## src/rtl/bullet_ctrl.sv

```systemverilog
// rtl/bullet_ctrl.sv - two-player bullet engine: spawn, move, wall/tank hits, block destroy, pixel masks
module bullet_ctrl #(
  parameter int BULLET_SPEED  = 2,
  parameter int BULLET_SIZE   = 4,
  parameter int H_ACTIVE      = 640,
  parameter int V_ACTIVE      = 480,
  parameter int EXPLODE_STEPS = 8,
  parameter int HIT_LO        = 3,
  parameter int HIT_HI        = 28
) (
  input  logic       clk_i,
  input  logic       reset_i,
  input  logic       step_en_i,
  input  logic       player_1_shoot_i,
  input  logic       player_2_shoot_i,
  input  logic [9:0] player_1_x_i,
  input  logic [9:0] player_1_y_i,
  input  logic [9:0] player_2_x_i,
  input  logic [9:0] player_2_y_i,
  input  logic [3:0] player_1_dir_i,
  input  logic [3:0] player_2_dir_i,
  input  logic [9:0] hpos_i,
  input  logic [9:0] vpos_i,
  input  logic       display_enable_i,
  input  logic       block_bullet_i,
  input  logic       destroyable_block_i,
  output logic [9:0] bullet_1_x_o,
  output logic [9:0] bullet_1_y_o,
  output logic [9:0] bullet_2_x_o,
  output logic [9:0] bullet_2_y_o,
  output logic [1:0] bullet_1_state_o,
  output logic [1:0] bullet_2_state_o,
  output logic       bullet_pixel_o,
  output logic       explode_pixel_o,
  output logic       hit_p1_o,
  output logic       hit_p2_o,
  output logic       destroy_o,
  output logic [4:0] destroy_col_o,
  output logic [3:0] destroy_row_o
);

  typedef enum logic [1:0] {
    S_IDLE = 2'b00,
    S_FLY  = 2'b01,
    S_EXPL = 2'b10
  } state_t;

  localparam int CW = (EXPLODE_STEPS > 1) ? $clog2(EXPLODE_STEPS) : 1;
  localparam logic [CW-1:0] CNT_LOAD = CW'(EXPLODE_STEPS - 1);
  localparam logic [9:0]  SPEED10 = 10'(BULLET_SPEED);
  localparam logic [9:0]  SPAWN10 = 10'd14;
  localparam logic [10:0] SPEED11 = 11'(BULLET_SPEED);
  localparam logic [10:0] SIZE_M1 = 11'(BULLET_SIZE - 1);
  localparam logic [10:0] HIT_LO11 = 11'(HIT_LO);
  localparam logic [10:0] HIT_HI11 = 11'(HIT_HI);
  localparam logic [10:0] H_LIM = 11'(H_ACTIVE - BULLET_SIZE);
  localparam logic [10:0] V_LIM = 11'(V_ACTIVE - BULLET_SIZE);

  // Index 0 is player 1's bullet, index 1 is player 2's; the enemy of bullet i is tank 1-i.
  state_t        state_q [2];
  state_t        state_d [2];
  logic [9:0]    x_q     [2];
  logic [9:0]    x_d     [2];
  logic [9:0]    y_q     [2];
  logic [9:0]    y_d     [2];
  logic [3:0]    dir_q   [2];
  logic [3:0]    dir_d   [2];
  logic          wall_q  [2];
  logic          wall_d  [2];
  logic          destr_q [2];
  logic          destr_d [2];
  logic [CW-1:0] cnt_q   [2];
  logic [CW-1:0] cnt_d   [2];
  logic          shoot_q [2];
  logic          shoot_d [2];
  logic          hit_q   [2];
  logic          hit_d   [2];

  logic       dest_q, dest_d;
  logic [4:0] dcol_q, dcol_d;
  logic [3:0] drow_q, drow_d;
  logic       pend_q, pend_d;
  logic [4:0] pcol_q, pcol_d;
  logic [3:0] prow_q, prow_d;

  logic [9:0]  px       [2];
  logic [9:0]  py       [2];
  logic [9:0]  ex       [2];
  logic [9:0]  ey       [2];
  logic [3:0]  dir_in   [2];
  logic        shoot_in [2];
  logic [10:0] bx11     [2];
  logic [10:0] by11     [2];
  logic        in_box   [2];
  logic        pix_wall [2];
  logic        wall_now [2];
  logic        destr_now[2];
  logic        enemy_hit[2];
  logic        oob      [2];
  logic        fire     [2];
  logic        dir_ok   [2];
  logic        dest_req [2];
  logic [4:0]  req_col  [2];
  logic [3:0]  req_row  [2];

  always_comb begin
    px[0]       = player_1_x_i;
    py[0]       = player_1_y_i;
    px[1]       = player_2_x_i;
    py[1]       = player_2_y_i;
    ex[0]       = player_2_x_i;
    ey[0]       = player_2_y_i;
    ex[1]       = player_1_x_i;
    ey[1]       = player_1_y_i;
    dir_in[0]   = player_1_dir_i;
    dir_in[1]   = player_2_dir_i;
    shoot_in[0] = player_1_shoot_i;
    shoot_in[1] = player_2_shoot_i;
  end

  // Per-bullet geometry, evaluated in 11 bits so no sum can wrap.
  always_comb begin
    for (int i = 0; i < 2; i++) begin
      bx11[i]      = {1'b0, x_q[i]};
      by11[i]      = {1'b0, y_q[i]};
      in_box[i]    = ({1'b0, hpos_i} >= bx11[i]) && ({1'b0, hpos_i} <= bx11[i] + SIZE_M1) &&
                     ({1'b0, vpos_i} >= by11[i]) && ({1'b0, vpos_i} <= by11[i] + SIZE_M1);
      pix_wall[i]  = display_enable_i && block_bullet_i && in_box[i] && (state_q[i] == S_FLY);
      wall_now[i]  = wall_q[i] | pix_wall[i];
      destr_now[i] = destr_q[i] | (pix_wall[i] & destroyable_block_i);
      enemy_hit[i] = (bx11[i] + SIZE_M1 >= {1'b0, ex[i]} + HIT_LO11) &&
                     (bx11[i] <= {1'b0, ex[i]} + HIT_HI11) &&
                     (by11[i] + SIZE_M1 >= {1'b0, ey[i]} + HIT_LO11) &&
                     (by11[i] <= {1'b0, ey[i]} + HIT_HI11);
      oob[i]       = (dir_q[i][1] && (by11[i] < SPEED11)) ||
                     (dir_q[i][3] && (bx11[i] < SPEED11)) ||
                     (dir_q[i][0] && (by11[i] + SPEED11 > V_LIM)) ||
                     (dir_q[i][2] && (bx11[i] + SPEED11 > H_LIM));
      fire[i]      = shoot_in[i] & ~shoot_q[i];
      dir_ok[i]    = dir_in[i] inside {4'b0001, 4'b0010, 4'b0100, 4'b1000};
      req_col[i]   = 5'((bx11[i] + 11'd2) >> 5);
      req_row[i]   = 4'((by11[i] + 11'd2) >> 5);
    end
  end

  always_comb begin
    hit_d[0] = 1'b0;
    hit_d[1] = 1'b0;
    for (int i = 0; i < 2; i++) begin
      state_d[i]  = state_q[i];
      x_d[i]      = x_q[i];
      y_d[i]      = y_q[i];
      dir_d[i]    = dir_q[i];
      wall_d[i]   = 1'b0;
      destr_d[i]  = 1'b0;
      cnt_d[i]    = cnt_q[i];
      shoot_d[i]  = shoot_in[i];
      dest_req[i] = 1'b0;
      case (state_q[i])
        S_IDLE: begin
          if (fire[i] && dir_ok[i]) begin
            state_d[i] = S_FLY;
            x_d[i]     = px[i] + SPAWN10;
            y_d[i]     = py[i] + SPAWN10;
            dir_d[i]   = dir_in[i];
          end
        end
        S_FLY: begin
          if (!step_en_i) begin
            wall_d[i]  = wall_now[i];
            destr_d[i] = destr_now[i];
          end else if (enemy_hit[i]) begin
            hit_d[1-i] = 1'b1;
            state_d[i] = S_EXPL;
            cnt_d[i]   = CNT_LOAD;
          end else if (wall_now[i]) begin
            state_d[i]  = S_EXPL;
            cnt_d[i]    = CNT_LOAD;
            dest_req[i] = destr_now[i];
          end else if (oob[i]) begin
            state_d[i] = S_IDLE;
          end else begin
            case (dir_q[i])
              4'b0001: y_d[i] = y_q[i] + SPEED10;
              4'b0010: y_d[i] = y_q[i] - SPEED10;
              4'b0100: x_d[i] = x_q[i] + SPEED10;
              4'b1000: x_d[i] = x_q[i] - SPEED10;
              default: state_d[i] = S_IDLE;
            endcase
          end
        end
        S_EXPL: begin
          if (step_en_i) begin
            if (cnt_q[i] == '0) state_d[i] = S_IDLE;
            else                cnt_d[i]   = cnt_q[i] - 1'b1;
          end
        end
        default: state_d[i] = S_IDLE;
      endcase
    end
  end

  // Bullet 1 wins the destroy port; a coincident bullet 2 request waits one cycle.
  always_comb begin
    dest_d = 1'b0;
    dcol_d = dcol_q;
    drow_d = drow_q;
    pend_d = pend_q;
    pcol_d = pcol_q;
    prow_d = prow_q;
    if (dest_req[0]) begin
      dest_d = 1'b1;
      dcol_d = req_col[0];
      drow_d = req_row[0];
      if (dest_req[1]) begin
        pend_d = 1'b1;
        pcol_d = req_col[1];
        prow_d = req_row[1];
      end
    end else if (dest_req[1]) begin
      dest_d = 1'b1;
      dcol_d = req_col[1];
      drow_d = req_row[1];
    end else if (pend_q) begin
      dest_d = 1'b1;
      dcol_d = pcol_q;
      drow_d = prow_q;
      pend_d = 1'b0;
    end
  end

  always_ff @(posedge clk_i) begin
    if (reset_i) begin
      for (int i = 0; i < 2; i++) begin
        state_q[i] <= S_IDLE;
        x_q[i]     <= '0;
        y_q[i]     <= '0;
        dir_q[i]   <= '0;
        wall_q[i]  <= 1'b0;
        destr_q[i] <= 1'b0;
        cnt_q[i]   <= '0;
        shoot_q[i] <= 1'b0;
        hit_q[i]   <= 1'b0;
      end
      dest_q <= 1'b0;
      dcol_q <= '0;
      drow_q <= '0;
      pend_q <= 1'b0;
      pcol_q <= '0;
      prow_q <= '0;
    end else begin
      for (int i = 0; i < 2; i++) begin
        state_q[i] <= state_d[i];
        x_q[i]     <= x_d[i];
        y_q[i]     <= y_d[i];
        dir_q[i]   <= dir_d[i];
        wall_q[i]  <= wall_d[i];
        destr_q[i] <= destr_d[i];
        cnt_q[i]   <= cnt_d[i];
        shoot_q[i] <= shoot_d[i];
        hit_q[i]   <= hit_d[i];
      end
      dest_q <= dest_d;
      dcol_q <= dcol_d;
      drow_q <= drow_d;
      pend_q <= pend_d;
      pcol_q <= pcol_d;
      prow_q <= prow_d;
    end
  end

  assign bullet_1_x_o     = x_q[0];
  assign bullet_1_y_o     = y_q[0];
  assign bullet_2_x_o     = x_q[1];
  assign bullet_2_y_o     = y_q[1];
  assign bullet_1_state_o = state_q[0];
  assign bullet_2_state_o = state_q[1];
  assign hit_p1_o         = hit_q[0];
  assign hit_p2_o         = hit_q[1];
  assign destroy_o        = dest_q;
  assign destroy_col_o    = dcol_q;
  assign destroy_row_o    = drow_q;

  assign bullet_pixel_o  = display_enable_i &&
                           (((state_q[0] == S_FLY) && in_box[0]) || ((state_q[1] == S_FLY) && in_box[1]));
  assign explode_pixel_o = display_enable_i &&
                           (((state_q[0] == S_EXPL) && in_box[0]) || ((state_q[1] == S_EXPL) && in_box[1]));

endmodule

```

## config.mk

```make
export PLATFORM = sky130hd
export DESIGN_NAME = bullet_ctrl
export DESIGN_NICKNAME = d
export VERILOG_FILES = /design/src/rtl/bullet_ctrl.sv
export SDC_FILE = /design/constraint.sdc
export NUM_CORES = 1
export LEC_CHECK = 0
export CELL_PAD_IN_SITES_DETAIL_PLACEMENT = 0
export CELL_PAD_IN_SITES_GLOBAL_PLACEMENT = 1
export CORE_ASPECT_RATIO = 1.75
export CORE_UTILIZATION = 44
export DETAILED_ROUTE_END_ITERATION = 7
export DONT_BUFFER_PORTS = 1
export GPL_TIMING_DRIVEN = 0
export PLACE_DENSITY_LB_ADDON = 0.08
export RECOVER_POWER = 50
export SYNTH_ARGS = -nofsm -noshare
export SYNTH_HDL_FRONTEND = slang
export SYNTH_SLANG_ARGS = --single-unit
```

## constraint.sdc

```tcl
create_clock -name clk_i -period 4.3 [get_ports clk_i]
set_input_delay 0.86 -clock clk_i [delete_from_list [all_inputs] [get_ports clk_i]]
set_output_delay 0.86 -clock clk_i [all_outputs]
set_load 0.01 [all_outputs]
```

# Word level (Yosys, flattened, before mapping)
# Memory sizes are Yosys's and may differ from the RTL's.
# Index checks and enable logic that the tools add are counted.
[totals] register_bits=20 mem_bits_rw=66 input_bits=76 output_inout_bits=58 wordCells=288 memories=9
[op_classes] n_addsub=30 order_cmp=24 n_eq_ne=22 muxes=117 bitwise=28 reduce_logical=52
[memory_table] memory="x_q" depth=2 width=10 rd=2 rd_ports_with_merged_regs=0 wr=2 line="62" rtl="logic [9:0] x_q [2];"
[memory_table] memory="y_q" depth=2 width=10 rd=2 rd_ports_with_merged_regs=0 wr=2 line="64" rtl="logic [9:0] y_q [2];"
[memory_table] memory="dir_q" depth=2 width=4 rd=2 rd_ports_with_merged_regs=0 wr=2 line="66" rtl="logic [3:0] dir_q [2];"
[memory_table] memory="cnt_q" depth=2 width=3 rd=2 rd_ports_with_merged_regs=0 wr=2 line="72" rtl="logic [CW-1:0] cnt_q [2];"
[memory_table] memory="state_q" depth=2 width=2 rd=2 rd_ports_with_merged_regs=0 wr=2 line="60" rtl="state_t state_q [2];"
[memory_table] memory="destr_q" depth=2 width=1 rd=2 rd_ports_with_merged_regs=0 wr=2 line="70" rtl="logic destr_q [2];"
[memory_table] memory="+3 memories"
[op_table] operator="$mux W10" count=24
[op_table] operator="$pmux W10 S2" count=8
[op_table] operator="$add A10 B2 Y11 const B" count=12
[op_table] operator="$le A10 B11 Y1" count=8
[op_table] operator="$add A10 B5 Y11 const B" count=4
[op_table] operator="$ge A11 B11 Y1" count=4
[op_table] operator="$add A10 B2 Y10 const B" count=4
[op_table] operator="$add A10 B4 Y10 const B" count=4
[op_table] operator="$ge A10 B10 Y1" count=4
[op_table] operator="$lt A10 B2 Y1 const B" count=4
[op_table] operator="$sub A10 B2 Y10 const B" count=4
[op_table] operator="$mux W1" count=39
[op_table] operator="$mux W2" count=18
[op_table] operator="$mux W3" count=12
[op_table] operator="$mux W4" count=9
[op_table] operator="$logic_and A1 B1 Y1" count=33
[op_table] operator="$gt A11 B10 Y1 const B" count=2
[op_table] operator="$gt A11 B9 Y1 const B" count=2
[op_table] operator="$or A1 B1 Y1" count=22
[op_table] operator="$eq A4 B1 Y1 const B" count=4
[op_table] operator="$eq A4 B2 Y1 const B" count=4
[op_table] operator="$eq A4 B3 Y1 const B" count=4
[op_table] operator="$eq A4 B4 Y1 const B" count=4
[op_table] operator="$mux W5" count=3
[op_table] operator="16 further kinds" count=37

# Depth between registers and ports, before layout
# An unclocked memory read counts as a cell.
[logic_depth] word_depth=16 depth_mapped=21 depth_no_buf=18

# Worst setup path before layout
# OpenSTA, ideal clock, no wires.
[synth_timing] path_type="reg2reg" from="memory y_q[1][1], in the netlist y_q[0][11]" to="register prow_q[0]" setup_time_ns=0.086 arrival_time_ns=4.753 required_time_ns=4.214 slack_ns=-0.538 path_stages_with_launch=22 n_path_buf=4 synth_period_minus_slack_ns=4.838 cell_sequence="dfxtp_1 -> buf_2 -> inv_1 -> ha_1 -> or3_1 -> nor4_1 -> xnor2_1 -> inv_1 -> ha_1 -> a21o_1 -> a211o_1 -> a211oi_1 -> nor4_1 -> or4_4 -> o21ai_0 -> and4b_1 -> buf_4 -> ha_1 -> clkbuf_1 -> buf_1 -> nor2_1 -> a211oi_1"
[synth_rtl] item="from (decl)" line="64"
[synth_rtl] item="to (signal assigned)" line="268" rtl="prow_q <= prow_d;"
[synth_rtl] item="to (decl)" line="84" rtl="logic [3:0] prow_q, prow_d;"

==> out/metrics.csv <==
metric,value,unit
clock_latency,0.37,ns
via_count,12500,
rows,80,
pin_count,134,
slowest_stage,or4_4,
yosysMostFrequentCell,ha_1,
die_w,128,µm
synth_nets,1899,
final_hold_viol_count,0,
antenna_found_initial,0,
cts-root-buf,clkbuf_16,
synth_top_flop_cell,dfxtp_1,
diodes,0,
synth_async_sr_flop_share,0,%
first_global_vias,12300,
drive_gt1_share,14.8,%
cts_tree,done,
htree_num_levels,3,
path_max_fanout,8,
slew_headroom,30.4,%
cp.arrival,3.96,ns
finalCriticalPeriod,4.82,ns
critPathMaxStageDelay,0.58,ns
totalWireLength,48.5,mm
violations,negative setup slack,
initial_core_util,44.9,%
grt_pass1_wl,71.6,mm
fin_cells,2059,
synth-seq-area-share,14.1,%
rsz0062_at_grt,yes,
utilization,52.9,%
tightestPinTransition,1.04,ns
postSynthAreaPerCell,7.60,µm²
final_net_count,1978,
crit_top_cell,ha_4,
hold_class,reg -> reg,
finalSetupViolCount,49,
area_growth,17.9,%
holdBufCountCts,0,
rrSetupSlack,-0.39,ns
synth.area.top_cells,"ha_1, dfxtp_1, xnor2_1",
status,finished with violations,
synth_edf_count,0,
synth_warnings,0,
gp_congestion,0.935,
power_density,213,nW/µm²
cts_buffers,9,
cts.sinks,86,
die_h,222,µm
fin_ws,-0.518,ns
post_drt_wl_per_cell,23.6,µm
critPathCaptureType,primary output,
hp-start,prow_q[3],
synth_cells,1606,
drv_slew,0,
syn_area,12200,µm²
overflow,0,
drt_iter0_drc,801,
clockBufferDepth,2,
fp.dieArea,28500,µm²
drv_cap,0,
viasPerCell,6.05,
period_share,112,%
drtPass1Iterations,5,
hpwl,38.5,mm
ys_types,82,
critPathLaunch,x_q[0][11],
path_cells,clkinvlp_4 -> ha_4 -> nand3b_1 -> nor3_2 -> xnor2_2 -> inv_2 -> ha_4 -> nand3_4 -> o22ai_1 -> o41a_1 -> or4_4 -> buf_12 -> o21ai_4 -> and2_4,
r2r_start,y_q[0][3],
grt_max_degree,14,
port_buffers,0,
p_leak,5.56,nW
critPathRequiredTime,3.44,ns
core,27200,µm²
max_freq,208,MHz
grtUsageTotal,33.6,%
crit_type,reg -> out,
synth_top_area_share,22.2,%
synth_seq_cells,86,
ys_top_cells_by_count,"ha_1, nor2_1, a21oi_1",
drc,0,
clk_pin_slew,0.07,ns
fin_worst_skew,0.0116,ns
cp-start-kind,flip-flop,
synth_area_leader_cell,ha_1,
placed_cells,1975,
ant_nets,0,
irDropWorstVdd,0.202,mV
-- worst paths after layout --
check	endpoint	cells past startpoint
setup / recovery	bullet_pixel_o	14
hold reg to reg	prow_q[3]	2
setup reg to reg	pcol_q[4]	21
hold / removal	prow_q[3]	2
-- cells in the final DEF, fill, tap and decap left out, types with 12 or more instances in the layout --
cell	synthesis	routed
a211oi_1	32	26
a21o_1	30	30
a21oi_1	121	105
a21oi_2	2	16
a31oi_1	21	20
buf_4	5	55
buf_6	3	18
clkbuf_1	62	56
dfxtp_1	86	73
ha_1	217	206
inv_1	113	104
mux2i_1	29	28
nand2_1	92	92
nand2b_1	17	17
nand3_1	64	59
nand4_1	29	29
nor2_1	124	123
nor2b_1	15	15
nor3_1	55	49
nor4_1	17	12
o211ai_1	13	13
o21a_1	15	15
o21ai_0	73	65
o31ai_1	18	17
or3_1	19	15
xnor2_1	118	112
xor2_1	38	38
-- state kept, by name, summed over array words and instances (netlist names), 4 cells and up --
signal / cells
cnt_q: 6
prow_q: 4
x_q: 20
pcol_q: 5
y_q: 20
destroy_col_o: 5
state_q: 4
destroy_row_o: 4
dir_q: 8
-- logic make-up (layout without fill, tap and decap cells) --
kind of cell	count (synthesis)	in the layout	synth area share, %
compound gates	395	395	20.9
buf+inv	212	296	7.04
xor+xnor	156	156	11.2
fa+ha+maj	217	217	22.2
simple gates	509	509	22.0
flops	86	86	14.1
mux	31	31	2.56
-- power breakdown --
| part | internal [mW] | switching [mW] |
|---|---|---|
| sequential | 0.827 | 0.0730 |
| clock | 0.441 | 0.366 |
| combinational | 0.539 | 0.815 |
| total | 1.81 | 1.25 |
-- metal layers --
| metal | global-route usage, % | vias up | part of all wire [%] |
|---|---|---|---|
| met1 | 32.9 | 5903 | 35 |
| met4 | 28.0 | 0 | 9.5 |
| met3 | 5.51 | 165 | 5.1 |
| met2 | 60.7 | 416 | 50 |
| li1 | - | 5969 | - |
| met5 | 0 | - | 0 |
-- final cells by class --
class	instances	area [µm²]
inverter	118	460
clock buffer	14	274
tap	369	462
clock inverter	2	15.0
timing repair buffer	69	666
buffer	93	498
fill	2762	12800
multi-input combinational	1308	10300
sequential	86	1760
-- repair_timing --
item	CTS	global route
buffers inserted	31	34
cloned	1	3
pin swaps	19	44
setup endpoints to repair	65	63
hold endpoints to repair	0	0
resized for setup	86	98
-- critical path, delay by kind of cell, from the launching register on --
kind	cells	cell delay (ns)
buffers and inverters	3	0.46
AOI/OAI and AO/OA	3	0.68
and+or+nand+nor	5	1.37
adders and majority gates	2	0.45
xor gates and xnor gates	1	0.17
DFF	1	0.45
-- through the flow --
step	area, µm²	hold WS (ns)	worst slack [ns]	power (mW)	TNS (ns)
floorplan	12200	0.435	0.0157	1.74	0
global placement	12700	0.451	-1.02	2.08	-34.36
detailed placement	12700	0.451	-1.08	2.10	-36.19
CTS	13600	0.466	-0.515	2.96	-13.91
global route	14400	0.501	-0.662	3.22	-18.98
finish	14400	0.481	-0.518	3.06	-10.06
Note: power is estimated with default switching activity, not from simulation.
